## src/rtl/regfile_pkg.sv

```systemverilog
// ============================================================================
// Module : regfile_pkg
// Shared configuration macros, types and helpers for the register file.
// Revision: 1.0
// ============================================================================
`default_nettype none

`ifndef REGFILE_CONFIG_DEFINED
`define REGFILE_CONFIG_DEFINED
`define RegBus      31:0
`define RegAddrBus  4:0
`define RegNum      32
`define True        1'b1
`define False       1'b0
`endif

package regfile_pkg;

  typedef logic [`RegBus]     word_t;
  typedef logic [`RegAddrBus] addr_t;

  localparam int    REG_NUM   = `RegNum;
  localparam word_t ZERO_WORD = '0;

  // x0 is never a real target, so an access only "counts" when enabled and nonzero.
  function automatic logic addr_live(input logic en, input addr_t addr);
    return en && (addr != '0);
  endfunction

endpackage

`default_nettype wire

```

## src/rtl/regfile_scoreboard.sv

```systemverilog
// ============================================================================
// Module : regfile_scoreboard
// Per-register busy bits tracking outstanding writebacks; bypass via REGFILE_BYPASS_EN.
// Revision: 1.0
// ============================================================================
`default_nettype none

module regfile_scoreboard
  import regfile_pkg::*;
(
  input  logic  clk_in,
  input  logic  rst_in,
  input  logic  rdy_in,
  input  logic  issue_en_i,
  input  addr_t issue_addr_i,
  input  logic  retire_en_i,
  input  addr_t retire_addr_i,
  input  logic  flush_i,
  input  logic  query_req1_i,
  input  addr_t query_addr1_i,
  input  logic  query_req2_i,
  input  addr_t query_addr2_i,
  output logic  busy1_o,
  output logic  busy2_o
);

  logic [REG_NUM-1:0] busy_q;
  logic [REG_NUM-1:0] busy_d;
  logic               bypass1;
  logic               bypass2;

  // Issue is applied after retire so it wins on a collision; flush overrides both.
  always_comb begin
    busy_d = busy_q;
    if (addr_live(retire_en_i, retire_addr_i)) busy_d[retire_addr_i] = `False;
    if (addr_live(issue_en_i, issue_addr_i))   busy_d[issue_addr_i]  = `True;
    if (flush_i)                               busy_d = '0;
    busy_d[0] = `False;
  end

  always_ff @(posedge clk_in or posedge rst_in) begin
    if (rst_in) begin
      busy_q <= '0;
    end else if (rdy_in) begin
      busy_q <= busy_d;
    end
  end

`ifdef REGFILE_BYPASS_EN
  assign bypass1 = !rst_in && addr_live(retire_en_i, retire_addr_i) && (retire_addr_i == query_addr1_i);
  assign bypass2 = !rst_in && addr_live(retire_en_i, retire_addr_i) && (retire_addr_i == query_addr2_i);
`else
  assign bypass1 = `False;
  assign bypass2 = `False;
`endif

  assign busy1_o = addr_live(query_req1_i, query_addr1_i) && busy_q[query_addr1_i] && !bypass1;
  assign busy2_o = addr_live(query_req2_i, query_addr2_i) && busy_q[query_addr2_i] && !bypass2;

endmodule

`default_nettype wire

```

## src/rtl/regfile.sv

```systemverilog
// ============================================================================
// Module : regfile
// 31x32 register file with two combinational read ports and a busy scoreboard.
// Optional same-cycle write-to-read bypass enabled by macro REGFILE_BYPASS_EN.
// Revision: 1.0
// ============================================================================
`default_nettype none

module regfile
  import regfile_pkg::*;
(
  input  logic               clk_in,
  input  logic               rst_in,
  input  logic               rdy_in,
  input  logic               write_en,
  input  logic [`RegAddrBus] write_addr,
  input  logic [`RegBus]     write_data,
  input  logic               read_request1,
  input  logic [`RegAddrBus] read_addr1,
  output logic [`RegBus]     read_data1,
  input  logic               read_request2,
  input  logic [`RegAddrBus] read_addr2,
  output logic [`RegBus]     read_data2,
  input  logic               issue_en,
  input  logic [`RegAddrBus] issue_addr,
  input  logic               flush,
  output logic               busy1,
  output logic               busy2
);

  word_t regs_q [REG_NUM-1:1];
  logic  write_live;
  logic  byp1;
  logic  byp2;

  assign write_live = addr_live(write_en, write_addr);

  always_ff @(posedge clk_in or posedge rst_in) begin
    if (rst_in) begin
      for (int i = 1; i < REG_NUM; i++) begin
        regs_q[i] <= ZERO_WORD;
      end
    end else if (rdy_in && write_live) begin
      regs_q[write_addr] <= write_data;
    end
  end

`ifdef REGFILE_BYPASS_EN
  assign byp1 = !rst_in && write_live && (write_addr == read_addr1);
  assign byp2 = !rst_in && write_live && (write_addr == read_addr2);
`else
  assign byp1 = `False;
  assign byp2 = `False;
`endif

  always_comb begin
    read_data1 = ZERO_WORD;
    if (addr_live(read_request1, read_addr1)) begin
      read_data1 = byp1 ? write_data : regs_q[read_addr1];
    end
  end

  always_comb begin
    read_data2 = ZERO_WORD;
    if (addr_live(read_request2, read_addr2)) begin
      read_data2 = byp2 ? write_data : regs_q[read_addr2];
    end
  end

  regfile_scoreboard u_scoreboard (
    .clk_in        (clk_in),
    .rst_in        (rst_in),
    .rdy_in        (rdy_in),
    .issue_en_i    (issue_en),
    .issue_addr_i  (issue_addr),
    .retire_en_i   (write_en),
    .retire_addr_i (write_addr),
    .flush_i       (flush),
    .query_req1_i  (read_request1),
    .query_addr1_i (read_addr1),
    .query_req2_i  (read_request2),
    .query_addr2_i (read_addr2),
    .busy1_o       (busy1),
    .busy2_o       (busy2)
  );

endmodule

`default_nettype wire

```

## config.mk

```make
export PLATFORM = sky130hd
export DESIGN_NAME = regfile
export DESIGN_NICKNAME = d
export VERILOG_FILES = /design/src/rtl/regfile_pkg.sv /design/src/rtl/regfile_scoreboard.sv /design/src/rtl/regfile.sv
export SDC_FILE = /design/constraint.sdc
export NUM_CORES = 2
export LEC_CHECK = 0
export BUFFER_PORTS_ARGS = -buffer_cell sky130_fd_sc_hd__buf_2
export CAP_MARGIN = 20
export CORE_MARGIN = 1.5
export CORE_UTILIZATION = 64
export DETAILED_ROUTE_END_ITERATION = 12
export GPL_TIMING_DRIVEN = 0
export PLACE_DENSITY_LB_ADDON = 0.05
export RECOVER_POWER = 25
export SETUP_SLACK_MARGIN = 0.1
export SLEW_MARGIN = 15
export SYNTH_ARGS = -nofsm -noshare
export SYNTH_HDL_FRONTEND = slang
export SYNTH_SLANG_ARGS = --single-unit
```

## constraint.sdc

```tcl
create_clock -name clk_in -period 40.6 [get_ports clk_in]
set_input_delay 4.06 -clock clk_in [delete_from_list [all_inputs] [get_ports clk_in]]
set_output_delay 4.06 -clock clk_in [all_outputs]
set_load 0.03 [all_outputs]
```

==> impl_results.rst <==
.. list-table::
   :header-rows: 1

   * - Metric
     - Value
   * - Cell area after synthesis
     - 0.05599 sq mm
   * - Most common cell in the synthesized netlist
     - sky130_fd_sc_hd__mux2_2
   * - Slack of the worst reg-to-reg path
     - 39.77 ns
   * - Unrepaired setup endpoints after global routing
     - false
   * - Proportion of layout cells with a drive suffix above 1
     - 48.40%
   * - Async SR Flop Fraction
     - 100.0%
   * - Library cell appearing most often on the critical path
     - sky130_fd_sc_hd__clkbuf_1
   * - Buffers inserted by post-CTS timing repair
     - 0
   * - Kind of launch point of the worst setup path
     - primary input
   * - Number of buffers inserted by hold repair at cts
     - 0
   * - GR Util All Layers
     - 47.79%
   * - Capturing element type of the critical path
     - async pin
   * - Synth top area cells
     - sky130_fd_sc_hd__dfrtp_1, sky130_fd_sc_hd__mux2_2, sky130_fd_sc_hd__mux4_2
   * - Worst setup path startpoint
     - rst_in
   * - Count of synthesis-stage warnings from yosys
     - 0
   * - Power density of the placed cells
     - 45.87 mW/mm^2
   * - DRC violations left
     - 0
   * - Cells after Synth
     - 3974
   * - Final core utilization
     - 71.54%
   * - Sum of negative setup slack
     - 0 ns
   * - Post-synth top flop
     - sky130_fd_sc_hd__dfrtp_1
   * - Global-route wire length before repair
     - 300200 um
   * - Average routed wire per standard cell
     - 38.73 um
   * - Count of cell types in the netlist
     - 62
   * - Static leakage
     - 28.11 nW
   * - Top layer reached by signal wires
     - met5
   * - Net count of the finished layout
     - 4279
   * - Final routed wirelength across all metal layers
     - 212400 um
   * - Initial Utilization
     - 64.54%
   * - Maximum level of the CTS H-tree
     - 3
   * - Synthesized area per cell
     - 14.09 sq um
   * - Total placed cells including tap cells
     - 5258
   * - Count of instances resized after the clock tree is built
     - 0
   * - Worst Min Path Start
     - regs_q[617]
   * - Buffers & Inverters on Critical Path
     - 4
   * - Maximum capacitance violations
     - 6
   * - Post-layout total power
     - 2.847 mW
   * - Row count
     - 108
   * - GP Congestion
     - 1.031
   * - Number of nets with antenna violations after detailed routing
     - 0
   * - Critical path depth
     - 4
   * - Hold WS
     - 0.5230 ns
   * - Master of the slowest instance on the critical path
     - sky130_fd_sc_hd__clkbuf_1
   * - Via count of the first global-routing pass
     - 40990
   * - Clock Skew
     - 0 ns
   * - Type of the setup path with the least slack
     - primary input to async pin
   * - Post-synth EDFFs
     - 0
   * - First drt pass iteration count
     - 9
   * - Critical Path Sink
     - regs_q[299]
   * - Failing checks
     - max-capacitance violations, max-slew violations
   * - Met3 WL post-DR
     - 26440 um
   * - Met1 Routed Length
     - 74300 um
   * - Critical path cell sequence
     - buf_2 -> clkinvlp_2 -> clkbuf_1 -> clkbuf_1
   * - Half-perimeter wire length of the detailed placement result
     - 150200 um
   * - Worst Reg-to-Reg Cells
     - 2
   * - Maximum number of pins on one net before global-route repair
     - 113
   * - Largest stage delay, worst path
     - 4.06 ns
   * - Number of synthesized register bits
     - 1023
   * - TritonCTS clock tree
     - built
   * - Core area
     - 0.08675 sq mm
   * - I/O pin count
     - 126
   * - Most numerous cell types in the synthesized netlist
     - sky130_fd_sc_hd__mux2_2, sky130_fd_sc_hd__dfrtp_1, sky130_fd_sc_hd__mux4_2
   * - Filler instances
     - 6114
   * - Share of the clock period used by the worst path after layout
     - 32.88%
   * - Top fanout value on the critical path
     - 105
   * - Die Height
     - 298.8 um
   * - Num CTS Buffers
     - 111
   * - Final Non-Filler Cells
     - 5485
   * - Number of endpoints with negative hold slack in the final report
     - 0
   * - Setup-failing EPs final
     - 0
   * - Run status
     - complete, but fails checks
   * - Maximum vdd drop
     - 0.04265 mV
   * - Final Slew Violations
     - 536
   * - Sequential-to-total area share from yosys stat
     - 45.72%
   * - Gr ovfl total
     - 0
   * - R2R Path End
     - u_scoreboard.busy_q[14]
   * - Overall die area
     - 0.08927 sq mm
   * - Violation count after the first detailed-route iteration
     - 5540
   * - Data required time at the worst endpoint
     - 40.60 ns
   * - Worst hold path class
     - flop to flop
   * - Data arrival time at the worst-slack endpoint
     - 13.35 ns
   * - Area Overhead vs Synth
     - 10.85%
   * - Biggest area consumer among synthesized cells
     - sky130_fd_sc_hd__dfrtp_1
   * - Via density
     - 7.542
   * - Vias after detailed routing
     - 41370
   * - Shortest period the worst path allows
     - 13.35 ns
   * - Slew at the pin closest to its max-slew limit
     - 5.833 ns
   * - Launch instance of the worst register-to-register path
     - u_scoreboard.busy_q[14]
   * - Clock latency on the worst-skew pair
     - 0.73 ns
   * - Buffers from clock root to sink, at most
     - 3
   * - Top delay family on crit path
     - buffers and inverters
   * - Tightest slew margin relative to the limit
     - -288.9%
   * - Die outline width
     - 298.8 um
   * - Port Buf Inserts
     - 116
   * - Clock input transition at the sequential cells of the worst setup and hold paths
     - 0.06 ns
   * - Initial antenna violation count
     - 10
   * - CTS Root Cell
     - sky130_fd_sc_hd__clkbuf_16
   * - Area fraction of the dominant cell type after synthesis
     - 45.72%
   * - Maximum achievable frequency
     - 74.90 MHz
   * - CTS sink count
     - 1023
   * - Sum of met2 wire segment lengths after detailed routing
     - 90910 um
   * - Post-synth net total
     - 4034
[state kept, by name, indices dropped and copies added (netlist names)]
signal	flops
u_scoreboard.busy_q	31
regs_q	992
[area by class of cell]
class	count	area, sq um	share of cell area [%]
Clock inverter	38	404.1	0.6512
Sequential cell	1023	25600	41.25
Timing Repair Buffer	132	790.8	1.274
Inverter	4	16.27	0.02621
Buffer	438	2206	3.554
Multi-Input combinational cell	2509	28180	45.40
Tap cell	1155	1445	2.328
Clock buffer	172	3392	5.465
Antenna cell	14	35.03	0.05645
[routing by layer]
layer | vias up | GRT usage [%]
met2 | 3234 | 67.92
met4 | 6 | 38.78
met5 | - | 0
met1 | 21450 | 60.03
met3 | 875 | 15.73
li1 | 15800 | -
[report_power, final]
part           internal (mW)  switching, mW
Sequential              1.15          0.107
Clock                  0.623          0.440
Combinational          0.258          0.267
Total                   2.03          0.814
[kinds of logic (layout without fill, tap and decap cells)]
group | Yosys count | count (layout) | synth area share (%)
AOI/OAI and AO/OA | 403 | 403 | 5.448
buffers and inverters | 442 | 784 | 3.962
DFF | 1023 | 1023 | 45.72
muxes | 1743 | 1743 | 41.36
other | 0 | 14 | 0
and+or+nand+nor | 363 | 363 | 3.513
[through the flow]
step	setup slack (ns)	area, sq um
after floorplan	7.752	55990
after global placement	-3.435	58020
after detailed placement	28.70	58330
after CTS	28.70	62130
after global routing	25.32	62030
final	27.25	62060
[worst reg2reg max path, stage by stage, from the launching register on]
cell,delay (ns)
sky130_fd_sc_hd__dfrtp_1,0.41
sky130_fd_sc_hd__a21oi_1,0.06
sky130_fd_sc_hd__a211oi_1,0.26
[how the worst min path moves through the flow]
stage,endpoint,slack [ns],cells after the start
after global placement,regs_q[637],0.49,1
after floorplan,regs_q[599],0.47,1
after detailed placement,regs_q[617],0.50,1
after CTS,regs_q[617],0.52,1
final,regs_q[617],0.52,1
after global routing,regs_q[455],0.54,1
[layout by cell type (no fill, tap or decap), types with 9 or more instances in the layout]
cell type                      n
sky130_fd_sc_hd__buf_4        42
sky130_fd_sc_hd__clkbuf_1    227
sky130_fd_sc_hd__nor3_1       67
sky130_fd_sc_hd__clkbuf_16   115
sky130_fd_sc_hd__mux4_2      340
sky130_fd_sc_hd__buf_6        24
sky130_fd_sc_hd__clkbuf_8     30
sky130_fd_sc_hd__nor4_1       21
sky130_fd_sc_hd__buf_1        17
sky130_fd_sc_hd__nor2_1      100
sky130_fd_sc_hd__nor4_2       20
sky130_fd_sc_hd__o221ai_2     15
sky130_fd_sc_hd__o21ai_0      21
sky130_fd_sc_hd__a2111oi_2     9
sky130_fd_sc_hd__a22o_1       12
sky130_fd_sc_hd__nor2b_1      28
sky130_fd_sc_hd__a211oi_1     36
sky130_fd_sc_hd__diode_2      14
sky130_fd_sc_hd__o22ai_1      57
sky130_fd_sc_hd__a221oi_1    105
sky130_fd_sc_hd__clkinv_2     26
sky130_fd_sc_hd__a32o_1       12
sky130_fd_sc_hd__nand2_1      65
sky130_fd_sc_hd__dfrtp_1    1023
sky130_fd_sc_hd__mux2_2     1146
sky130_fd_sc_hd__a21oi_1      90
sky130_fd_sc_hd__mux2i_1     241
sky130_fd_sc_hd__a22oi_1      22
sky130_fd_sc_hd__buf_2       273
sky130_fd_sc_hd__mux2_1       16
No activity file was read; power rests on OpenSTA's default activity.
